[config.mk]
export PLATFORM = sky130hd
export DESIGN_NAME = term_cursor_writer
export DESIGN_NICKNAME = d
export VERILOG_FILES = /design/src/rtl/term_pkg.sv /design/src/rtl/term_cursor_writer.sv
export SDC_FILE = /design/constraint.sdc
export NUM_CORES = 1
export LEC_CHECK = 0
export BUFFER_PORTS_ARGS = -buffer_cell sky130_fd_sc_hd__buf_2
export CORE_ASPECT_RATIO = 0.8
export CORE_MARGIN = 2
export CORE_UTILIZATION = 54
export CTS_CLUSTER_SIZE = 24
export DETAILED_ROUTE_END_ITERATION = 8
export GPL_TIMING_DRIVEN = 1
export HOLD_SLACK_MARGIN = 0.12
export PLACE_DENSITY = 0.77
export SYNTH_ARGS = -nofsm -noshare
export SYNTH_HDL_FRONTEND = slang
export SYNTH_SLANG_ARGS = --single-unit
[constraint.sdc]
create_clock -name clk100 -period 3.25 [get_ports clk100]
set_input_delay 0.4875 -clock clk100 [delete_from_list [all_inputs] [get_ports clk100]]
set_output_delay 0.4875 -clock clk100 [all_outputs]
set_load 0.005 [all_outputs]
[src/rtl/term_pkg.sv]
`default_nettype none
// ============================================================================
//  Module      : term_pkg
//  Description : Shared definitions for the terminal cursor writer: control
//                byte codes, FSM state encoding and a printable-byte helper.
//  Revision    : 1.0  initial release
// ============================================================================
package term_pkg;

    // Control bytes interpreted by the writer
    localparam logic [7:0] c_ch_bs  = 8'h08;
    localparam logic [7:0] c_ch_tab = 8'h09;
    localparam logic [7:0] c_ch_lf  = 8'h0A;
    localparam logic [7:0] c_ch_ff  = 8'h0C;
    localparam logic [7:0] c_ch_cr  = 8'h0D;

    // FSM state encoding
    localparam logic [1:0] c_st_idle       = 2'd0;
    localparam logic [1:0] c_st_write      = 2'd1;
    localparam logic [1:0] c_st_clear_line = 2'd2;
    localparam logic [1:0] c_st_clear_all  = 2'd3;

    // Printable ASCII range 0x20..0x7E
    function automatic logic is_printable(input logic [7:0] b);
        return (b >= 8'h20) && (b <= 8'h7E);
    endfunction

endpackage
`default_nettype wire

[src/rtl/term_cursor_writer.sv]
`default_nettype none
// ============================================================================
//  Module      : term_cursor_writer
//  Description : Byte-stream terminal writer. Accepts characters over a
//                valid/ready handshake, writes printable codes into a
//                character RAM at the cursor, and handles CR, LF, BS, TAB and
//                FF. Scrolling is done by rotating scroll_row and clearing the
//                new bottom line rather than moving RAM contents.
//  Ports       : clk100      - sole clock, rising edge
//                rst         - synchronous active-high reset
//                rx_data     - incoming byte
//                rx_valid    - rx_data valid, held until accepted
//                rx_ready    - byte accepted this cycle if rx_valid is high
//                wr_en       - one-cycle character RAM write strobe
//                wr_addr     - physical cell address, phys_row*COLS+col
//                wr_data     - character code to write
//                scroll_row  - physical row shown at the top of the display
//  Revision    : 1.0  initial release
// ============================================================================
module term_cursor_writer
    import term_pkg::*;
#(
    parameter int         COLS      = 80,
    parameter int         ROWS      = 25,
    parameter int         TAB_W     = 8,
    parameter logic [7:0] FILL_CHAR = 8'h20,
    localparam int        ADDR_W    = $clog2(COLS*ROWS),
    localparam int        ROW_W     = $clog2(ROWS)
) (
    input  logic              clk100,
    input  logic              rst,
    input  logic [7:0]        rx_data,
    input  logic              rx_valid,
    output logic              rx_ready,
    output logic              wr_en,
    output logic [ADDR_W-1:0] wr_addr,
    output logic [7:0]        wr_data,
    output logic [ROW_W-1:0]  scroll_row
);

    localparam int c_col_w = (COLS > 1) ? $clog2(COLS) : 1;

    localparam logic [c_col_w-1:0] c_col_last  = c_col_w'(COLS - 1);
    localparam logic [ROW_W-1:0]   c_row_last  = ROW_W'(ROWS - 1);
    localparam logic [ADDR_W-1:0]  c_cols      = ADDR_W'(COLS);
    localparam logic [ADDR_W-1:0]  c_line_last = ADDR_W'(COLS - 1);
    localparam logic [ADDR_W-1:0]  c_cell_last = ADDR_W'(COLS*ROWS - 1);

    logic [1:0]         r_state;
    logic [c_col_w-1:0] r_col;
    logic [ROW_W-1:0]   r_row;
    logic [ROW_W-1:0]   r_scroll;
    logic [ROW_W-1:0]   r_phys_row;   // (r_row + r_scroll) mod ROWS, kept incrementally
    logic [ADDR_W-1:0]  r_base;       // r_phys_row * COLS, kept incrementally
    logic [ADDR_W-1:0]  r_clr_cnt;
    logic               r_wr_en;
    logic [ADDR_W-1:0]  r_wr_addr;
    logic [7:0]         r_wr_data;

    logic [ROW_W-1:0]   w_phys_next;
    logic [ADDR_W-1:0]  w_base_next;
    logic [ROW_W-1:0]   w_scroll_next;
    logic [c_col_w-1:0] w_tab_col;
    int                 w_tab_sum;
    logic               w_accept;

    // Ready only when idle and not still presenting the final write of a
    // sequence, so no byte is taken while the RAM port is busy.
    assign rx_ready = (r_state == c_st_idle) && !r_wr_en && !rst;
    assign w_accept = rx_valid && rx_ready;

    // A line feed always moves the physical cursor row down by one: either
    // the logical row grows, or the scroll offset grows with the row fixed.
    always_comb begin
        w_phys_next   = (r_phys_row == c_row_last) ? '0 : r_phys_row + ROW_W'(1);
        w_base_next   = (r_phys_row == c_row_last) ? '0 : r_base + c_cols;
        w_scroll_next = (r_scroll == c_row_last)   ? '0 : r_scroll + ROW_W'(1);
    end

    // Next tab stop strictly beyond the current column, clamped to the edge.
    always_comb begin
        w_tab_sum = (int'(r_col) | (TAB_W - 1)) + 1;
        if (w_tab_sum > COLS - 1) begin
            w_tab_sum = COLS - 1;
        end
        w_tab_col = c_col_w'(w_tab_sum);
    end

    always_ff @(posedge clk100) begin
        if (rst) begin
            r_state    <= c_st_idle;
            r_col      <= '0;
            r_row      <= '0;
            r_scroll   <= '0;
            r_phys_row <= '0;
            r_base     <= '0;
            r_clr_cnt  <= '0;
            r_wr_en    <= 1'b0;
            r_wr_addr  <= '0;
            r_wr_data  <= '0;
        end else begin
            r_wr_en <= 1'b0;
            case (r_state)
                c_st_idle: begin
                    if (w_accept) begin
                        if (is_printable(rx_data)) begin
                            r_wr_en   <= 1'b1;
                            r_wr_addr <= r_base + ADDR_W'(r_col);
                            r_wr_data <= rx_data;
                            r_state   <= c_st_write;
                        end else begin
                            case (rx_data)
                                c_ch_cr: r_col <= '0;
                                c_ch_bs: begin
                                    if (r_col != '0) begin
                                        r_col <= r_col - c_col_w'(1);
                                    end
                                end
                                c_ch_tab: r_col <= w_tab_col;
                                c_ch_lf: begin
                                    r_phys_row <= w_phys_next;
                                    r_base     <= w_base_next;
                                    if (r_row == c_row_last) begin
                                        r_scroll  <= w_scroll_next;
                                        r_clr_cnt <= '0;
                                        r_state   <= c_st_clear_line;
                                    end else begin
                                        r_row <= r_row + ROW_W'(1);
                                    end
                                end
                                c_ch_ff: begin
                                    r_clr_cnt <= '0;
                                    r_state   <= c_st_clear_all;
                                end
                                default: ;
                            endcase
                        end
                    end
                end

                // Write strobe is on the bus this cycle; advance the cursor.
                c_st_write: begin
                    r_state <= c_st_idle;
                    if (r_col == c_col_last) begin
                        r_col      <= '0;
                        r_phys_row <= w_phys_next;
                        r_base     <= w_base_next;
                        if (r_row == c_row_last) begin
                            r_scroll  <= w_scroll_next;
                            r_clr_cnt <= '0;
                            r_state   <= c_st_clear_line;
                        end else begin
                            r_row <= r_row + ROW_W'(1);
                        end
                    end else begin
                        r_col <= r_col + c_col_w'(1);
                    end
                end

                // r_base already points at the new bottom row.
                c_st_clear_line: begin
                    r_wr_en   <= 1'b1;
                    r_wr_addr <= r_base + r_clr_cnt;
                    r_wr_data <= FILL_CHAR;
                    if (r_clr_cnt == c_line_last) begin
                        r_state <= c_st_idle;
                    end else begin
                        r_clr_cnt <= r_clr_cnt + ADDR_W'(1);
                    end
                end

                c_st_clear_all: begin
                    r_wr_en   <= 1'b1;
                    r_wr_addr <= r_clr_cnt;
                    r_wr_data <= FILL_CHAR;
                    if (r_clr_cnt == c_cell_last) begin
                        r_state    <= c_st_idle;
                        r_scroll   <= '0;
                        r_col      <= '0;
                        r_row      <= '0;
                        r_phys_row <= '0;
                        r_base     <= '0;
                    end else begin
                        r_clr_cnt <= r_clr_cnt + ADDR_W'(1);
                    end
                end

                default: r_state <= c_st_idle;
            endcase
        end
    end

    assign wr_en      = r_wr_en;
    assign wr_addr    = r_wr_addr;
    assign wr_data    = r_wr_data;
    assign scroll_row = r_scroll;

endmodule
`default_nettype wire
# After elaboration in Yosys (flattened, before gate mapping)
# Index checks and enable logic that the tools add are counted.
# totals
out_inout_bits	26
ff_bits	66
# classes
magnitude_cmp	3
reduce_logical	18
n_addsub	10
mux	61
eq_ne	28
# ops
operator	count
2-to-1 mux 11 bit	14
2-to-1 mux 5 bit	17
case mux 11 bit (3 select lines)	2
case mux 5 bit (3 select lines)	3
case mux 11 bit (4 select lines)	1
2-to-1 mux 7 bit	6
case mux 7 bit (3 select lines)	2
equality test 8 x 4 -> 1 bit, second input constant	5
case mux 11 bit (2 select lines)	1
AND reduction 6 bit	3
2-to-1 mux 8 bit	2
case mux 8 bit (2 select lines)	1
adder 5 x 1 -> 5 bit, second input constant	3
equality test 5 bit, second input constant	3
2-to-1 mux 2 bit	7
inequality test 2 bit, second input constant	7
adder 11 x 1 -> 11 bit, second input constant	1
adder 11 bit	1
adder 11 x 7 -> 11 bit	1
adder 11 x 7 -> 11 bit, second input constant	1
equality test 11 bit, second input constant	1
equality test 11 x 7 -> 1 bit, second input constant	1
adder 7 x 1 -> 8 bit, second input constant	1
>= comparator 8 x 6 -> 1 bit, second input constant	1
25 further kinds	35

# Longest topological paths before layout
# Gate-level depths: netlist of the first run.
# depth
word_depth	7
mapped_depth	12
depth_no_buf	11

# Worst setup path before layout of the first run
# Ideal clock, no wire load.
# synth_timing
kind	reg2reg
startpoint	reg r_state[1]
endpoint	reg r_wr_addr[10] (netlist: wr_addr[10])
setup_ns	0.081
n_path_buf	1
stages_incl_launch_ff	12
t_required_ns	3.169
t_arrival_ns	3.014
setup_slack_ns	0.155
path_cell_list	dfxtp_1 -> clkbuf_1 -> inv_1 -> nor2_1 -> mux2_2 -> ha_1 -> a211oi_1 -> o21bai_1 -> o31ai_1 -> xor2_1 -> or4_1 -> a41oi_1
# synth_between
elab_chain_len	6
# synth_lines
item	line	source
from (decl)	term_cursor_writer.sv:49	logic [1:0] r_state;
from (signal assigned)	term_cursor_writer.sv:91	r_state <= c_st_idle;
from (signal assigned)	term_cursor_writer.sv:110	r_state <= c_st_write;
from (signal assigned)	term_cursor_writer.sv:126	r_state <= c_st_clear_line;
zero test 2 bit	term_cursor_writer.sv:69, term_cursor_writer.sv:103	
logical AND 1 bit (2 in series)	term_cursor_writer.sv:69	assign rx_ready = (r_state == c_st_idle) && !r_wr_en && !rst;
logical AND 1 bit	term_cursor_writer.sv:70	assign w_accept = rx_valid && rx_ready;
inequality test 2 bit (no source line)	--	
AND reduction 3 bit (no source line)	--	
to (signal assigned)	term_cursor_writer.sv:108	r_wr_addr <= r_base + ADDR_W'(r_col);
to (signal assigned)	term_cursor_writer.sv:163	r_wr_addr <= r_base + r_clr_cnt;
to (signal assigned)	term_cursor_writer.sv:174	r_wr_addr <= r_clr_cnt;
to (decl)	term_cursor_writer.sv:57	logic [ADDR_W-1:0] r_wr_addr;
# Parallel ways exist; a longest one is shown, timed or not.
# A chain may end at the register's enable or synchronous reset.

# Final worst setup path of the first run
# Ends and elaborated chain as after synthesis.

==> reports/qor.yml, run 1 <==
final_layout:
  drive_gt1_share_pct: 13.6
  syn2layout_area_growth_pct: 11.5
  fin_area_um2: 4300
  multi_input_area_um2: 2440
  n_antenna_cell: 0
  final_common_cell: "dfxtp_1"
  num-fill-cells: 627
  final_cell_mix: "62 x dfxtp_1, 58 x nor2_1, 46 x a21oi_1"
  seqCellArea_um2: 1240
  nNetsFinal: 554
  fin_cells: 615
place:
  io_buffers: 36
  placed_area_um2: 4100
  dp_hpwl_um: 6630
  dp.cells: 599
  dp_slack_ps: 372
  place_congestion: 0.869
route:
  vias: 3739
  drc: 0
  vias_per_cell: 6.08
  avgRoutedWirePerCell_um: 15.7
  ant_nets: 0
  drt_wl_total_um: 9650
  dr.first_iter.drc_count: 243
  detail_route.first_pass.iterations: 6
sta:
  post-route-min-period_ps: 2920
  tns_ps: 0
  max_freq_mhz: 343
  slew_headroom_pct: 48.3
  setup_slack_ps: 333
  worst_pin_slew_ps: 771
  finalHoldViolations: 0
  rsz0062_at_grt: "no"
  setup_viol: 0
  timing.final.crit_share_pct: 89.7
  fin_skew_ps: 9.20
  drv_slew: 0
setup_path:
  critical_path.top_delay_family: "compound AO/OA/AOI/OAI gates"
  cp.required_ps: 3510
  r2r_slack_ps: 330
  r2r_end: "wr_addr[10]"
  start_kind: "register"
  r2r_cells: 10
  cp_cell_sequence: "inv_1, nor2_1, mux2_2, ha_1, a211oi_1, o21bai_1, o31ai_1, xor2_1, or4_1, a41oi_1"
  critPathMaxStageDelay_ps: 420
  path_class: "reg -> reg"
  cp.buffers_inverters: 1
  endpoint_kind: "register"
  reg2reg_from: "r_state[1]"
  worst-path-max-fanout: 7
  critPathSlowestCell: "or4_1"
  arrival_ps: 3180
job:
  maxCapViolCount: 0
clocking:
  cts_tree: "built"
  cts_resized: 0
  clock_path_buffers: 2
  tritoncts_num_sinks: 62
  cts-buffers-inserted: 9
  postCtsSetupRepairBufs: 0
  cts_hold_buf: 0
  path_clk_slew_ps: 70
  htreeDepth: 3
  clock_latency_ps: 350
  cts_root_buf: "clkbuf_8"
grt:
  grt_pass1_wl_um: 15800
  gr-usage-all-layers_pct: 24.7
  grt_use_met1_pct: 34.8
  overflow: 0
  use_met2_pct: 38.4
  grt_pass1_vias: 3374
  grt_max_degree: 57
  antenna_found_initial: 0
  top_usage_layer: "met2"
  gr-usage-met3_pct: 6.13
logic_synthesis:
  yosys_warnings: 0
  ys_seq_elements: 62
  ys.flop_type: "dfxtp_1"
  synth_area_um2: 3850
  synth_cells: 496
  ys_types: 58
  synth_top_area_cell: "dfxtp_1"
  ys_seq_area_share_pct: 32.2
  synth_top_area_share_pct: 32.2
  syn_nets: 527
  ys_async_sr_fraction_pct: 0
  synth.area.top_cells: "dfxtp_1 32%, ha_1 6.5%, a21oi_1 6.0%, nor2_1 5.6%, nand2_1 3.9%"
  synth_edf_count: 0
  syn_area_per_cell_um2: 7.77
floorplanning:
  die_h_um: 79.6
  start_util_pct: 55.9
  io_pins: 37
  core_region_area_um2: 6890
  dieArea_um2: 7830
  num_rows: 27
  die_w_um: 98.5
min_path:
  hp-start: "rx_data[3]"
  hold_class: "in -> reg"
  worstHoldEndpoint: "wr_data[3]"
  min_path_cells: 3
power:
  pwr_density_cell_nw_per_um2: 366
  p_total_mw: 1.57
  ir_drop_mv: 0.307
  p_leak_nw: 1.67
run_status:
  status: "complete, no violations"
-- final cells by class --
class	instances	area share, %
multi-input combinational	387	56.7
sequential	62	28.9
timing repair buffer	43	5.42
clock buffer	13	3.70
tap	87	2.53
inverter	20	1.75
clock inverter	3	0.990
-- layer usage --
metal,share of wire [%],up-vias
met4,0.82,0
met2,45,121
met5,0,-
met1,48,1757
met3,6.6,12
li1,-,1849
-- flip-flops by register name (all words and copies together) (netlist names) --
register,count
r_clr_cnt,11
wr_addr,11
wr_data,8
r_base,7
r_col,7
r_phys_row,5
r_row,5
scroll_row,5
r_state,2
wr_en,1
-- power breakdown --
part | switching (mW) | internal, mW
logic | 0.0632 | 0.0354
clock network | 0.306 | 0.395
registers | 0.00564 | 0.767
-- synthesized netlist by cell type, types with 3 or more instances --
cell,count
nand2_1,40
a211oi_1,14
nor3b_1,9
buf_2,4
mux2i_1,8
a22oi_1,3
nand2b_1,8
inv_1,19
nor3_1,19
a21oi_1,46
a31oi_1,3
and2_1,6
nor2b_1,6
nand3b_1,7
nand4_1,8
nor2_1,58
and3_1,12
ha_1,20
a21o_1,4
dfxtp_1,62
or2_2,3
xnor2_1,5
a221oi_1,3
or3_1,5
clkbuf_1,22
nand3_1,17
o31ai_1,9
a311oi_1,3
o21ai_0,30
xor2_1,4
-- worst max-delay path by stage --
stage	slack (ps)	startpoint	to	cells after the start
final	330	r_state[1]	wr_addr[10]	10
after global routing	120	r_state[1]	wr_addr[10]	10
after CTS	340	r_state[1]	wr_addr[10]	10
after detailed placement	370	r_state[1]	wr_addr[10]	10
after global placement	470	r_state[1]	wr_addr[10]	10
after floorplan	160	r_state[1]	wr_addr[10]	11
-- stage by stage --
step	hold WS, ps	utilization (%)
6_report	405	62.3
3_3_place_gp	448	59.4
4_1_cts	400	62.3
3_5_place_dp	451	59.4
5_1_grt	428	62.3
2_1_floorplan	448	-
-- cells by family after synthesis --
family                   count (synthesis)  share of synthesized area, %
multiplexers                            10                          2.66
XOR/XNOR                                 9                          2.04
flip-flops                              62                          32.2
buffers and inverters                   47                          4.90
adder cells (fa/ha/maj)                 20                          6.49
AND/OR/NAND/NOR                        216                          30.0
AO/OA/AOI/OAI                          132                          21.7
-- worst min-delay path: cells and delay by family --
| kind | cells | cell delay [ps] |
|---|---|---|
| AND/OR/NAND/NOR | 1 | 80 |
| buffers and inverters | 1 | 100 |
| AO/OA/AOI/OAI | 1 | 50 |
Power figures use the tool's default switching activity.
==> run 2, diff against run 1 <==
- ABC_AREA: unset -> 1
- CORE_UTILIZATION: 54 -> 55
==> run 2 against run 1 <==
Net effect: area after synthesis rose by 12%; first-iteration DRC count rose by 53%; via count rose by 22%; fmax rose by 27%; synthesized cell count rose by 40%; power rose by 2.5%; clock power fell by 16%; combinational power rose by 130%; worst hold slack improved by 27 ps; highest routed layer unchanged; critical path type unchanged; core utilization rose by 0.62 points; largest cell class unchanged; setup slack improved by 630 ps.
==> reports/qor.yml, run 2 <==
clocking:
  cts-buffers-inserted: 9  # unchanged
  cts_tree: "built"
  cts_root_buf: "clkbuf_8"
  clock_latency_ps: 340  # about the same
  path_clk_slew_ps: 70  # about the same
  cts_hold_buf: 0  # unchanged
  tritoncts_num_sinks: 62  # unchanged
  cts_resized: 0  # unchanged
  clock_path_buffers: 2  # unchanged
  postCtsSetupRepairBufs: 0  # unchanged
  htreeDepth: 3  # unchanged
logic_synthesis:
  synth_top_area_share_pct: 28.8  # -3.4 points
  synth_top_area_cell: "dfxtp_1"
  ys_seq_elements: 62  # unchanged
  synth_cells: 693  # +40%
  yosys_warnings: 0  # unchanged
  ys_seq_area_share_pct: 28.8  # -3.4 points
  syn_nets: 724  # +37%
  syn_area_per_cell_um2: 6.22  # -20%
  synth_edf_count: 0  # unchanged
  ys.flop_type: "dfxtp_1"
  ys_types: 34  # -41%
  synth.area.top_cells: "dfxtp_1 29%, nand2_1 17%, nand3_1 8.8%, a21oi_1 6.7%, inv_1 6.4%"
  synth_area_um2: 4310  # +12%
  yosysMostFrequentCell: "nand2_1"
  ys_async_sr_fraction_pct: 0  # unchanged
  synthTopCellsByCount: "193 x nand2_1, 76 x nand3_1, 73 x inv_1, 73 x nor2_1, 62 x dfxtp_1"
grt:
  grt_pass1_wl_um: 19000  # +21%
  antenna_found_initial: 0  # unchanged
  grt_pass1_vias: 4027  # +19%
  overflow: 0  # unchanged
  grt_max_degree: 35  # -39%
  gr-usage-all-layers_pct: 27.4  # +2.8 points
final_layout:
  final_cell_mix: "193 x nand2_1, 76 x nand3_1, 73 x inv_1, 73 x nor2_1, 62 x dfxtp_1"
  n_antenna_cell: 0  # unchanged
  drive_gt1_share_pct: 11.8  # -1.8 points
  syn2layout_area_growth_pct: 9.52
  final_common_cell: "nand2_1"
  nNetsFinal: 757  # +37%
  utilization_pct: 63.0  # +0.62 points
  fin_area_um2: 4720  # +9.9%
floorplanning:
  num_rows: 28  # +3.7%
  die_w_um: 103  # +4.6%
  core_region_area_um2: 7500  # +8.8%
  die_h_um: 83.2  # +4.5%
  io_pins: 37  # unchanged
  start_util_pct: 57.5  # +1.6 points
  dieArea_um2: 8570  # +9.3%
place:
  io_buffers: 36  # unchanged
  dp_hpwl_um: 8230  # +24%
  dp_slack_ps: 1010  # +640 ps
  placed_area_um2: 4560  # +11%
  place_congestion: 0.933  # +7.4%
sta:
  setup_viol: 0  # unchanged
  timing.final.crit_share_pct: 70.4  # -19 points
  worst_pin_slew_ps: 941  # +170 ps
  finalHoldViolations: 0  # unchanged
  max_freq_mhz: 437  # +27%
  slew_headroom_pct: 37.1  # -11 points
  fin_skew_ps: 6.49  # -2.70 ps
  setup_slack_ps: 961  # +627 ps
  drv_slew: 0  # unchanged
  post-route-min-period_ps: 2290  # -627 ps
  holdWs_ps: 432  # +26.9 ps
  rsz0062_at_grt: "no"
  tns_ps: 0  # unchanged
run_status:
  status: "complete, no violations"
route:
  avgRoutedWirePerCell_um: 13.4  # -15%
  vias: 4579  # +22%
  vias_per_cell: 5.50  # -9.6%
  drt_wl_total_um: 11200  # +16%
  detail_route.first_pass.iterations: 6  # unchanged
  ant_nets: 0  # unchanged
  dr.first_iter.drc_count: 371  # +53%
  drc: 0  # unchanged
setup_path:
  cp_cell_sequence: "buf_4, nand2_1, inv_1, nand2_1, nand2_1, nor3_2, nand2_1, nand2_1, nor2_1"
  critical_path.top_delay_family: "simple AND/OR/NAND/NOR gates"
  worst-path-max-fanout: 17  # +10
  critPathSlowestCell: "nand2_1"
  arrival_ps: 2520  # -660 ps
  crit_top_cell: "nand2_1"
  critPathMaxStageDelay_ps: 400  # -20 ps
  path_class: "reg -> reg"
  endpoint_kind: "register"
  cp.required_ps: 3480  # -30 ps
  cp.buffers_inverters: 2  # +1
  start_kind: "register"
job:
  maxCapViolCount: 0  # unchanged
power:
  ir_drop_mv: 0.179  # -42%
  pwr_density_cell_nw_per_um2: 342  # -6.7%
  p_leak_nw: 2.23  # +33%
min_path:
  hold_class: "in -> reg"
[run 2: cell types whose count changed after synthesis, moves of 12 or more]
cell      delta
and3_1      -12
inv_1       +54
a21oi_1     +12
nand3_1     +59
a211oi_1    -14
nor2_1      +15
clkbuf_1    -17
nand2_1    +153
[run 2: path summary, 6_finish.rpt]
kind	from	endpoint	slack, ps	cells past startpoint
max	r_state[1]	r_base[4]	960	9
min	rx_data[4]	wr_data[4]	430	3
max reg2reg	r_state[1]	r_base[4]	960	9
min reg2reg	wr_data[7]	wr_data[7]	460	2
[run 2: tightest hold or removal path, cell delays in order]
cell     delay [ps]
buf_2           120
nand2_1          60
a21oi_1          50
[run 2: where the power goes]
part | internal (mW) | leakage [nW] | switching, mW
clock network | 0.303 | 0.0869 | 0.288
registers | 0.777 | 0.501 | 0.0192
logic | 0.0695 | 1.64 | 0.156
[run 2: kinds of logic (layout without fill, tap and decap cells)]
logic type / count (synthesis) / count (layout) / share of synthesized area (%)
buf+inv: 98 / 133 / 9.29
fa+ha+maj: 20 / 20 / 5.81
simple gates: 394 / 394 / 40.2
xor+xnor: 15 / 15 / 3.05
flops: 62 / 62 / 28.8
compound gates: 104 / 104 / 12.9
[run 2: layout make-up]
cell class                      count  area [um2]
Fill cell                         717        2780
Multi-Input combinational cell    533        2670
Sequential cell                    62        1240
Inverter                           80         308
Timing Repair Buffer               40         210
Clock buffer                       11         151
Tap cell                          105         131
Clock inverter                      2        10.0
[run 2: per-stage QoR]
| stage | total power, mW | instances |
|---|---|---|
| 3_3_place_gp | 1.03 | 820 |
| 3_5_place_dp | 1.03 | 820 |
| 6_report | 1.61 | 833 |
| 5_1_grt | 1.69 | 833 |
| 4_1_cts | 1.61 | 833 |
| 2_1_floorplan | 0.971 | 693 |
[run 2: metal layers]
metal  vias up  wire length (um)  global-route usage [%]
met1      2060              5310                    41.2
met2       189              4770                    39.7
met5         -                 0                       0
met4         0               179                    7.42
met3        19               894                    5.30
li1       2311                 -                       -
